**config.mk**
```make
export PLATFORM = sky130hd
export DESIGN_NAME = trig_event_recorder_flat
export DESIGN_NICKNAME = d
export VERILOG_FILES = /design/src/rtl/trig_rec_pkg.sv /design/src/rtl/trig_event_recorder_if.sv /design/src/rtl/trig_rec_fifo.sv /design/src/rtl/trig_event_recorder.sv /design/src/flat_wrapper.sv
export SDC_FILE = /design/constraint.sdc
export NUM_CORES = 2
export LEC_CHECK = 0
export CAP_MARGIN = 20
export CORE_ASPECT_RATIO = 0.5
export CORE_MARGIN = 1
export CORE_UTILIZATION = 33
export CTS_CLUSTER_SIZE = 30
export DETAILED_ROUTE_END_ITERATION = 10
export DONT_BUFFER_PORTS = 1
export GPL_TIMING_DRIVEN = 0
export PLACE_DENSITY = 0.44
export SLEW_MARGIN = 10
export SYNTH_ARGS = -nofsm -noshare
export SYNTH_HDL_FRONTEND = slang
export SYNTH_SLANG_ARGS = --single-unit
```
**constraint.sdc**
```tcl
create_clock -name clk -period 9.8 [get_ports clk]
set_input_delay 0.98 -clock clk [delete_from_list [all_inputs] [get_ports clk]]
set_output_delay 0.98 -clock clk [all_outputs]
set_load 0.01 [all_outputs]
```
**src/rtl/trig_rec_pkg.sv**
```systemverilog
// Record layout shared by the trigger event recorder, its FIFO wrapper and readout code.
// Strobe fields occupy the low 11 bits; the timestamp sits directly above them.
package trig_rec_pkg;
    localparam int DEF_TS_W = 32;
    localparam int STROBE_W = 11;
    localparam int REC_W    = DEF_TS_W + STROBE_W;

    localparam int LCT_LSB  = 0;
    localparam int TMB_BIT  = 8;
    localparam int ALCT_BIT = 9;
    localparam int L1A_BIT  = 10;
    localparam int TS_LSB   = 11;

    typedef struct packed {
        logic       l1a;
        logic       alct_dav;
        logic       tmb_dav;
        logic [7:0] lct;
    } trig_strobe_t;

    typedef struct packed {
        logic [DEF_TS_W-1:0] ts;
        trig_strobe_t        strobe;
    } trig_rec_t;

    function automatic logic strobe_active(input trig_strobe_t s);
        return s.l1a | s.alct_dav | s.tmb_dav | (s.lct != 8'h00);
    endfunction
endpackage

```
**src/rtl/trig_event_recorder_if.sv**
```systemverilog
// Control, strobe and readout signals of the trigger event recorder.
// The recorder uses the slave view; a host or bench drives it through master.
interface trig_event_recorder_if #(
    parameter int TS_W       = 32,
    parameter int DEPTH_LOG2 = 6,
    parameter int DROP_W     = 16
);
    logic                                   en;
    logic                                   clear;
    logic                                   l1a;
    logic                                   alct_dav;
    logic                                   tmb_dav;
    logic [7:0]                             lct;
    logic                                   rd_en;
    logic [TS_W+trig_rec_pkg::STROBE_W-1:0] dout;
    logic                                   dout_valid;
    logic [DEPTH_LOG2:0]                    count;
    logic                                   overflow;
    logic [DROP_W-1:0]                      drop_cnt;
    logic [TS_W-1:0]                        ts_now;

    modport master (
        output en, clear, l1a, alct_dav, tmb_dav, lct, rd_en,
        input  dout, dout_valid, count, overflow, drop_cnt, ts_now
    );

    modport slave (
        input  en, clear, l1a, alct_dav, tmb_dav, lct, rd_en,
        output dout, dout_valid, count, overflow, drop_cnt, ts_now
    );
endinterface

```
**src/rtl/trig_rec_fifo.sv**
```systemverilog
// Synchronous first-word-fall-through FIFO with a registered head output.
// Pointers carry a wrap bit so full and empty are distinguishable without a counter.
module trig_rec_fifo #(
    parameter int WIDTH = 43,
    parameter int AW    = 6
) (
    input  logic             clk,
    input  logic             rst,
    input  logic             flush,
    input  logic             push,
    input  logic [WIDTH-1:0] din,
    input  logic             pop,
    output logic [WIDTH-1:0] dout,
    output logic             empty,
    output logic             full,
    output logic [AW:0]      count
);
    logic [WIDTH-1:0] mem [2**AW];
    logic [AW:0]      wr_ptr;
    logic [AW:0]      rd_ptr;
    logic [AW:0]      rd_next;
    logic             do_push;
    logic             do_pop;

    assign empty   = (wr_ptr == rd_ptr);
    assign full    = (wr_ptr[AW] != rd_ptr[AW]) && (wr_ptr[AW-1:0] == rd_ptr[AW-1:0]);
    assign count   = wr_ptr - rd_ptr;
    assign do_pop  = pop && !empty && !flush;
    // A pop in the same cycle frees the slot, so a full FIFO still accepts the push.
    assign do_push = push && !flush && (!full || do_pop);
    assign rd_next = rd_ptr + {{AW{1'b0}}, do_pop};

    always_ff @(posedge clk) begin
        if (do_push) begin
            mem[wr_ptr[AW-1:0]] <= din;
        end
    end

    // The head register follows the slot rd_next points at; when that slot is the one
    // being written this edge, the incoming word is forwarded, and when empty it holds.
    always_ff @(posedge clk or posedge rst) begin
        if (rst) begin
            wr_ptr <= '0;
            rd_ptr <= '0;
            dout   <= '0;
        end else if (flush) begin
            wr_ptr <= '0;
            rd_ptr <= '0;
        end else begin
            if (do_push) begin
                wr_ptr <= wr_ptr + (AW+1)'(1);
            end
            rd_ptr <= rd_next;
            if (rd_next != wr_ptr) begin
                dout <= mem[rd_next[AW-1:0]];
            end else if (do_push) begin
                dout <= din;
            end
        end
    end
endmodule

```
**src/rtl/trig_event_recorder.sv**
```systemverilog
// Timestamps every active trigger-strobe cycle and queues the record for readout.
// One input register stage aligns strobes with the pre-increment counter value.
module trig_event_recorder
    import trig_rec_pkg::*;
#(
    parameter int TS_W       = 32,
    parameter int DEPTH_LOG2 = 6,
    parameter int DROP_W     = 16
) (
    input logic                    clk,
    input logic                    rst,
    trig_event_recorder_if.slave   bus
);
    localparam int RW = TS_W + STROBE_W;

    logic [TS_W-1:0]   ts_q;
    trig_strobe_t      pins;
    trig_strobe_t      stage_strobe;
    logic              stage_valid;
    logic [TS_W-1:0]   stage_ts;
    logic [RW-1:0]     wr_rec;
    logic              push;
    logic              drop;
    logic              fifo_full;
    logic              fifo_empty;
    logic              overflow_q;
    logic [DROP_W-1:0] drop_q;

    assign pins.l1a      = bus.l1a;
    assign pins.alct_dav = bus.alct_dav;
    assign pins.tmb_dav  = bus.tmb_dav;
    assign pins.lct      = bus.lct;

    always_ff @(posedge clk or posedge rst) begin
        if (rst) begin
            ts_q <= '0;
        end else if (bus.clear) begin
            ts_q <= '0;
        end else if (bus.en) begin
            ts_q <= ts_q + TS_W'(1);
        end
    end

    // A strobe seen during clear belongs to the fresh epoch, so it is stamped zero.
    always_ff @(posedge clk or posedge rst) begin
        if (rst) begin
            stage_valid  <= 1'b0;
            stage_strobe <= '0;
            stage_ts     <= '0;
        end else begin
            stage_valid  <= bus.en && strobe_active(pins);
            stage_strobe <= pins;
            stage_ts     <= bus.clear ? '0 : ts_q;
        end
    end

    always_comb begin
        wr_rec                     = '0;
        wr_rec[TS_LSB +: TS_W]     = stage_ts;
        wr_rec[L1A_BIT]            = stage_strobe.l1a;
        wr_rec[ALCT_BIT]           = stage_strobe.alct_dav;
        wr_rec[TMB_BIT]            = stage_strobe.tmb_dav;
        wr_rec[LCT_LSB +: 8]       = stage_strobe.lct;
    end

    // The staged record from before a clear is discarded along with the FIFO contents.
    assign push = stage_valid && !bus.clear;
    assign drop = push && fifo_full && !bus.rd_en;

    trig_rec_fifo #(
        .WIDTH (RW),
        .AW    (DEPTH_LOG2)
    ) u_fifo (
        .clk   (clk),
        .rst   (rst),
        .flush (bus.clear),
        .push  (push),
        .din   (wr_rec),
        .pop   (bus.rd_en),
        .dout  (bus.dout),
        .empty (fifo_empty),
        .full  (fifo_full),
        .count (bus.count)
    );

    always_ff @(posedge clk or posedge rst) begin
        if (rst) begin
            overflow_q <= 1'b0;
            drop_q     <= '0;
        end else if (bus.clear) begin
            overflow_q <= 1'b0;
            drop_q     <= '0;
        end else if (drop) begin
            overflow_q <= 1'b1;
            if (drop_q != '1) begin
                drop_q <= drop_q + DROP_W'(1);
            end
        end
    end

    assign bus.dout_valid = !fifo_empty;
    assign bus.overflow   = overflow_q;
    assign bus.drop_cnt   = drop_q;
    assign bus.ts_now     = ts_q;
endmodule

```
**src/flat_wrapper.sv**
```systemverilog
// flat-port wrapper written by rule: the top's interface ports become plain ports
module trig_event_recorder_flat import trig_rec_pkg::*;
#(
    parameter int TS_W       = 32,
    parameter int DEPTH_LOG2 = 6,
    parameter int DROP_W     = 16
)
  (clk, rst, bus_en, bus_clear, bus_l1a, bus_alct_dav, bus_tmb_dav, bus_lct, bus_rd_en, bus_dout, bus_dout_valid, bus_count, bus_overflow, bus_drop_cnt, bus_ts_now);
  trig_event_recorder_if #(.TS_W(TS_W), .DEPTH_LOG2(DEPTH_LOG2), .DROP_W(DROP_W)) bus_i ();
  input logic clk;
  input logic rst;
  input wire logic [$bits(bus_i.en)-1:0] bus_en;
  input wire logic [$bits(bus_i.clear)-1:0] bus_clear;
  input wire logic [$bits(bus_i.l1a)-1:0] bus_l1a;
  input wire logic [$bits(bus_i.alct_dav)-1:0] bus_alct_dav;
  input wire logic [$bits(bus_i.tmb_dav)-1:0] bus_tmb_dav;
  input wire logic [$bits(bus_i.lct)-1:0] bus_lct;
  input wire logic [$bits(bus_i.rd_en)-1:0] bus_rd_en;
  output wire logic [$bits(bus_i.dout)-1:0] bus_dout;
  output wire logic [$bits(bus_i.dout_valid)-1:0] bus_dout_valid;
  output wire logic [$bits(bus_i.count)-1:0] bus_count;
  output wire logic [$bits(bus_i.overflow)-1:0] bus_overflow;
  output wire logic [$bits(bus_i.drop_cnt)-1:0] bus_drop_cnt;
  output wire logic [$bits(bus_i.ts_now)-1:0] bus_ts_now;
  assign bus_i.en = bus_en;
  assign bus_i.clear = bus_clear;
  assign bus_i.l1a = bus_l1a;
  assign bus_i.alct_dav = bus_alct_dav;
  assign bus_i.tmb_dav = bus_tmb_dav;
  assign bus_i.lct = bus_lct;
  assign bus_i.rd_en = bus_rd_en;
  assign bus_dout = bus_i.dout;
  assign bus_dout_valid = bus_i.dout_valid;
  assign bus_count = bus_i.count;
  assign bus_overflow = bus_i.overflow;
  assign bus_drop_cnt = bus_i.drop_cnt;
  assign bus_ts_now = bus_i.ts_now;
  trig_event_recorder #(.TS_W(TS_W), .DEPTH_LOG2(DEPTH_LOG2), .DROP_W(DROP_W)) u_core (.clk(clk), .rst(rst), .bus(bus_i));
endmodule
```
# After elaboration in Yosys (flattened, before gate mapping)
# Memory sizes are Yosys's and may differ from the RTL's.
# Cells that the tools add are included.
dict set report totals {
  mem_count 1
  input_bits 16
  out_inout_bits 100
  wordCells 64
  regBits 150
  mem_bits_rw 2752
}
# memory depth width read_ports rd_clocked_by_memory_dff write_ports line
set mem_list {}
lappend mem_list {u_core.u_fifo.mem 64 43 1 0 1 trig_rec_fifo.sv:18} ;# logic [WIDTH-1:0] mem [2**AW];
dict set report op_classes {
  reduce_logical 22
  bitwise_logic 4
  n_addsub 5
  n_mux 15
  eq_ne 5
}
# operator n
set ops {}
lappend ops {{2-to-1 mux 32 bit} 3}
lappend ops {{2-to-1 mux 43 bit} 2}
lappend ops {{2-to-1 mux 16 bit} 3}
lappend ops {{adder 32 x 1 -> 32 bit, second input constant} 1}
lappend ops {{2-to-1 mux 7 bit} 3}
lappend ops {{adder 16 x 1 -> 16 bit, second input constant} 1}
lappend ops {{!= test 16 bit, second input constant} 1}
lappend ops {{nonzero test 2 bit} 5}
lappend ops {{logical AND 1 bit} 9}
lappend ops {{nonzero test 8 bit} 1}
lappend ops {{adder 7 x 1 -> 7 bit} 1}
lappend ops {{adder 7 x 1 -> 7 bit, second input constant} 1}
lappend ops {{equality test 7 bit} 1}
lappend ops {{!= test 7 bit} 1}
lappend ops {{subtractor 7 bit} 1}
lappend ops {{equality test 6 bit} 1}
lappend ops {{zero test 1 bit} 4}
lappend ops {{2-to-1 mux 1 bit} 4}
lappend ops {{AND reduction 2 bit} 2}
lappend ops {{bitwise OR 1 bit} 3}
lappend ops {{logical OR 1 bit} 1}
lappend ops {{!= test 1 bit} 1}
lappend ops {{NOT 1 bit} 1}

# Logic depth before layout (Yosys ltp)
dict set report logic_depth {
  ltp_word 8
  ltp_mapped 19
  mapped_depth_nobuf 13
}

# Hierarchy
# From an unflattened synthesis, not the netlist that was laid out.
dict set report hier_totals {
  hier_cells 4965
  hier_area_um2 111195.4
}
# module instances seq_area_each_um2 cells_each area_per_inst_um2
set by_module_without_submodules {}
lappend by_module_without_submodules {trig_rec_fifo 1 84065.6 4621 107359.2}
lappend by_module_without_submodules {trig_event_recorder 1 2327.2 344 3836.2}

# Worst setup path after synthesis
# OpenSTA, ideal clock, no wires.
dict set report synth_timing {
  path_kind {register -> register}
  startpoint {reg u_core.u_fifo.rd_ptr[5]}
  endpoint {mem u_core.u_fifo.mem[31][0], enable pin}
  setup_slack_ps 5302
  n_path_buf 4
  period_less_slack_ps 4498
  t_arrival_ps 4055
  t_required_ps 9356
  path_stages_with_launch 12
  path_cell_list {dfrtp_1 > inv_1 > clkbuf_1 > clkbuf_1 > ha_1 > nand2_1 > nor4_2 > and3b_1 > clkbuf_1 > nand3_1 > buf_2 > nor2_1}
}
dict set report synth_between {
  elab_chain_cells 8
  elab_cells_between_ends 11
}
# element line
set synth_lines {}
lappend synth_lines {{from (decl)} trig_rec_fifo.sv:20} ;# logic [AW:0] rd_ptr;
lappend synth_lines {{from (signal assigned)} trig_rec_fifo.sv:53} ;# rd_ptr <= rd_next;
lappend synth_lines {{equality test 7 bit} trig_rec_fifo.sv:25} ;# assign empty = (wr_ptr == rd_ptr);
lappend synth_lines {{zero test 1 bit} trig_rec_fifo.sv:28} ;# assign do_pop = pop && !empty && !flush;
lappend synth_lines {{logical AND 1 bit (2 in series)} trig_rec_fifo.sv:28}
lappend synth_lines {{logical OR 1 bit (*)} trig_rec_fifo.sv:30} ;# assign do_push = push && !flush && (!full || do_pop);
lappend synth_lines {{logical AND 1 bit (*)} trig_rec_fifo.sv:30}
lappend synth_lines {{2-to-1 mux 1 bit (*)} trig_rec_fifo.sv:34} ;# if (do_push) begin
lappend synth_lines {{2-to-1 mux 1 bit (not written as such) (*)} trig_rec_fifo.sv:35} ;# mem[wr_ptr[AW-1:0]] <= din;
lappend synth_lines {{to (decl)} trig_rec_fifo.sv:18}
# Every way passes the cells marked *; elsewhere a longest branch is shown, timed or not.

# Worst setup path after layout
dict set report layout_timing {
  startpoint {reg u_core.u_fifo.rd_ptr[5]}
  endpoint {reg u_core.u_fifo.dout[1]}
}
dict set report layout_between {
  elab_chain_cells 8
  elab_cells_between_ends 15
}
# element line
set layout_lines {}
lappend layout_lines {{equality test 7 bit (*)} trig_rec_fifo.sv:25}
lappend layout_lines {{zero test 1 bit (*)} -}
lappend layout_lines {{named net bus_dout_valid} flat_wrapper.sv:20} ;# output wire logic [$bits(bus_i.dout_valid)-1:0] bus_dout_valid;
lappend layout_lines {{logical AND 1 bit (*) (2 in series)} trig_rec_fifo.sv:28}
lappend layout_lines {{parallel branches: the longest is 4 deep, another holds memory (64 x 43 bit)} -}
lappend layout_lines {{to (signal assigned)} trig_rec_fifo.sv:55} ;# dout <= mem[rd_next[AW-1:0]];
lappend layout_lines {{to (signal assigned)} trig_rec_fifo.sv:57} ;# dout <= din;
lappend layout_lines {{to (decl)} trig_rec_fifo.sv:13} ;# output logic [WIDTH-1:0] dout,
# Mark *: on every way through the listed nets, which the timed path passes.
# A chain may end at the register's enable or synchronous reset.

==> flow_metrics.py <==
metrics = {
    "clock_tree": {
        "htree_levels": 5,
        "cts_buffers": 289,
        "post-cts-setup-buffers": 0,
        "cts_resized": 0,
        "clock_sinks": 2902,
        "cts_root_buffer": "clkbuf_16",
        "clk_pin_slew_ns": 0.07,
        "clk_path_buf_depth": 4,
        "cts_tree": "built",
        "clock_latency_ns": 0.89,
    },
    "sta": {
        "finClkSkew_ns": 0.03570,
        "tns_ns": 0,
        "timing.hold.ws_ns": 0.1254,
        "finalCriticalPeriod_ns": 9.584,
        "setup_viol": 0,
        "clock.fmax_mhz": 104.3,
        "fin_crit_sh_pct": 97.80,
        "slew_violations": 0,
        "max_slew_margin_pct": 9.111,
        "fin_ws_ns": 0.2156,
        "rsz0062_at_grt": "no",
        "finalHoldViolCount": 0,
        "worstMarginPinSlew_ns": 1.363,
    },
    "synthesis": {
        "avgSynthCellArea_sq_um": 21.51,
        "synthArstFlopShare_pct": 5.169,
        "synth_ff_type": "edfxtp_1",
        "syn_area_sq_um": 112500,
        "yosysTopAreaCell": "edfxtp_1",
        "synth_top_area_share_pct": 73.46,
        "synth_area_leaders": "edfxtp_1 (73%), mux4_2 (14%), dfrtp_1 (3.3%)",
        "ys_ff_latch": 2902,
        "ys_types": 53,
        "synth_cells": 5230,
        "synth_edf_count": 2752,
        "yosysWarnings": 0,
        "synth_nets": 5258,
        "ys_seq_area_share_pct": 76.80,
    },
    "global_route": {
        "grt_pass1_wl_um": 496600,
        "grt_use_met3_pct": 4.105,
        "grt_pass1_vias": 57990,
        "grt-ovfl-total": 0,
        "grt_max_degree": 91,
        "grt_antenna_before_repair": 39,
        "gr-usage-met2_pct": 32.76,
        "grt_usage_pct": 21.02,
        "top_usage_layer": "met2",
        "grtUsageMet1_pct": 30.17,
    },
    "finish": {
        "fin_area_sq_um": 132200,
        "finalNetCount": 5801,
        "drive_above_1_share_pct": 28.76,
        "area_growth_pct": 17.50,
        "fill_cells": 30280,
        "multi_input_area_sq_um": 25320,
        "seqCellArea_sq_um": 86550,
    },
    "setup_path": {
        "rr_worst_depth": 20,
        "reg2reg_from": "u_core.u_fifo.rd_ptr[5]",
        "cpLargestDelayFamily": "buffers and inverters",
        "start_kind": "register",
        "slowest_delay_ns": 0.98,
        "slowest_stage": "inv_1",
        "cp.arrival_ns": 10.33,
        "worstSetupPathType": "register to register",
        "path_cells": "inv_1 > clkbuf_1 > clkbuf_2 > ha_1 > nand2_1 > or3_1 > and3_1 > ha_1 > ha_1 > buf_2 > buf_2 > buf_2 > clkbuf_1 > mux4_2 > mux2_2 > o32ai_1 > nor4_2 > buf_4 > nor3_1 > o31ai_1",
        "critical_path.endpoint_type": "register",
        "crit_required_ns": 10.54,
        "rr_endpoint": "u_core.u_fifo.dout[1]",
        "cp_max_fo": 10,
        "regToRegSetupSlack_ns": 0.22,
        "critPathBufInv": 8,
        "crit_path_start": "u_core.u_fifo.rd_ptr[5]",
    },
    "placement": {
        "gp_routability_congestion": 0.8987,
        "dp_slack_ns": 0.4757,
        "placed_cell_area_sq_um": 123500,
        "io_buffers": 0,
        "dp_hpwl_um": 256100,
    },
    "pwr": {
        "p_per_area_nw_per_um2": 197.7,
        "peakVddDrop_uv": 122.6,
        "power_mw": 26.14,
        "power.leakage_nw": 40.35,
    },
    "routing": {
        "via_count": 57580,
        "wl_um": 366400,
        "drt_iter0_drc": 7016,
        "drtAntennaViolNets": 0,
        "wire_per_inst_um": 34.88,
        "routed_via_density": 5.482,
        "drcViolationCount": 0,
        "firstDrtPassIters": 6,
    },
    "die": {
        "rows": 151,
        "floorplan.initialDensity_pct": 33.19,
        "pin_count": 116,
        "core-area_sq_um": 338900,
        "die_y_um": 414.9,
        "dieWidth_um": 827.7,
        "dieArea_sq_um": 343400,
    },
    "worst_hold_path": {
        "worstHoldStart": "bus_lct[3]",
        "hold_class": "input port to register",
        "min_delay_worst_endpoint": "u_core.stage_strobe[3]",
        "hold_depth": 0,
    },
    "outcome": {
        "status": "finished clean",
    },
    "job": {
        "cap_violations": 0,
    },
}
==> area by class of cell <==
type | instances | area share (%)
sequential | 2902 | 65.48
multi-input combinational | 1978 | 19.15
clock buffer | 389 | 5.960
tap | 4513 | 4.272
timing repair buffer | 252 | 3.355
buffer | 330 | 1.119
clock inverter | 114 | 0.5925
inverter | 20 | 0.06247
antenna | 5 | 0.009465
==> kinds of logic after synthesis <==
group / synth area share (%)
DFF: 76.80
muxes: 15.16
AOI/OAI and AO/OA: 2.686
xor gates and xnor gates: 0.5183
and+or+nand+nor: 3.323
buffers and inverters: 1.376
adders and majority gates: 0.1401
==> per-layer routing <==
metal	vias to the layer above	routed length, um
met5	-	13
met4	2	11510
met3	462	27140
met2	2172	169100
met1	31780	158600
li1	23160	-
==> sequential cells by signal, summed over array words and instances, names as in the netlist <==
register,cells
u_core.u_fifo.mem,2752
u_core.u_fifo.dout,43
u_core.bus.ts_now,32
u_core.stage_ts,32
u_core.bus.drop_cnt,16
u_core.stage_strobe,11
u_core.u_fifo.rd_ptr,7
u_core.u_fifo.wr_ptr,7
u_core.bus.overflow,1
u_core.stage_valid,1
==> per-stage QoR <==
stage                     utilization, %  std cells
after global placement             34.86       9743
after detailed placement           36.43       9991
after floorplan                        -       5230
final                              39.00      10500
after global routing               39.00      10500
after CTS                          38.99      10500
==> placed cells by master (no fill, tap or decap), types with 49 or more instances in the layout <==
cell type / count
nand2_1: 70
buf_12: 113
edfxtp_1: 2752
and2_1: 208
nor4_1: 55
mux2_2: 135
clkbuf_16: 298
a2111oi_0: 113
nor2_4: 64
clkinv_1: 49
buf_2: 134
a221oi_1: 86
dfrtp_1: 107
buf_4: 51
buf_16: 60
mux4_2: 688
nor2_1: 103
nor3_1: 51
clkbuf_1: 249
==> worst max-delay path by stage <==
stage	end	depth (start not counted)
after floorplan	u_core.bus.drop_cnt[0]	1
after global placement	u_core.u_fifo.mem[59][8]	9
after detailed placement	u_core.u_fifo.dout[2]	20
after CTS	u_core.u_fifo.dout[2]	20
after global routing	u_core.u_fifo.dout[40]	20
final	u_core.u_fifo.dout[1]	20
==> synthesized netlist by cell type (51+ instances only) <==
| cell type | n |
|---|---|
| mux2_2 | 135 |
| a2111oi_0 | 118 |
| dfrtp_1 | 150 |
| buf_2 | 118 |
| and2_1 | 208 |
| nor3_1 | 51 |
| nor4_1 | 90 |
| nor2_1 | 168 |
| nand2_1 | 70 |
| edfxtp_1 | 2752 |
| clkbuf_1 | 170 |
| mux4_2 | 688 |
| a221oi_1 | 86 |
==> where the power goes <==
part | leakage, nW | internal, mW | switching, mW | total [mW]
Clock | 4.23 | 5.88 | 4.76 | 10.6
Combinational | 8.77 | 0.736 | 1.06 | 1.80
Sequential | 27.4 | 13.5 | 0.176 | 13.7
==> timing repair <==
| action | in CTS | in global routing |
|---|---|---|
| hold buffers | 1 | 0 |
| endpoints found under the hold margin | 60 | 0 |
| setup endpoints to repair | 0 | 0 |
Power figures use the tool's default switching activity.
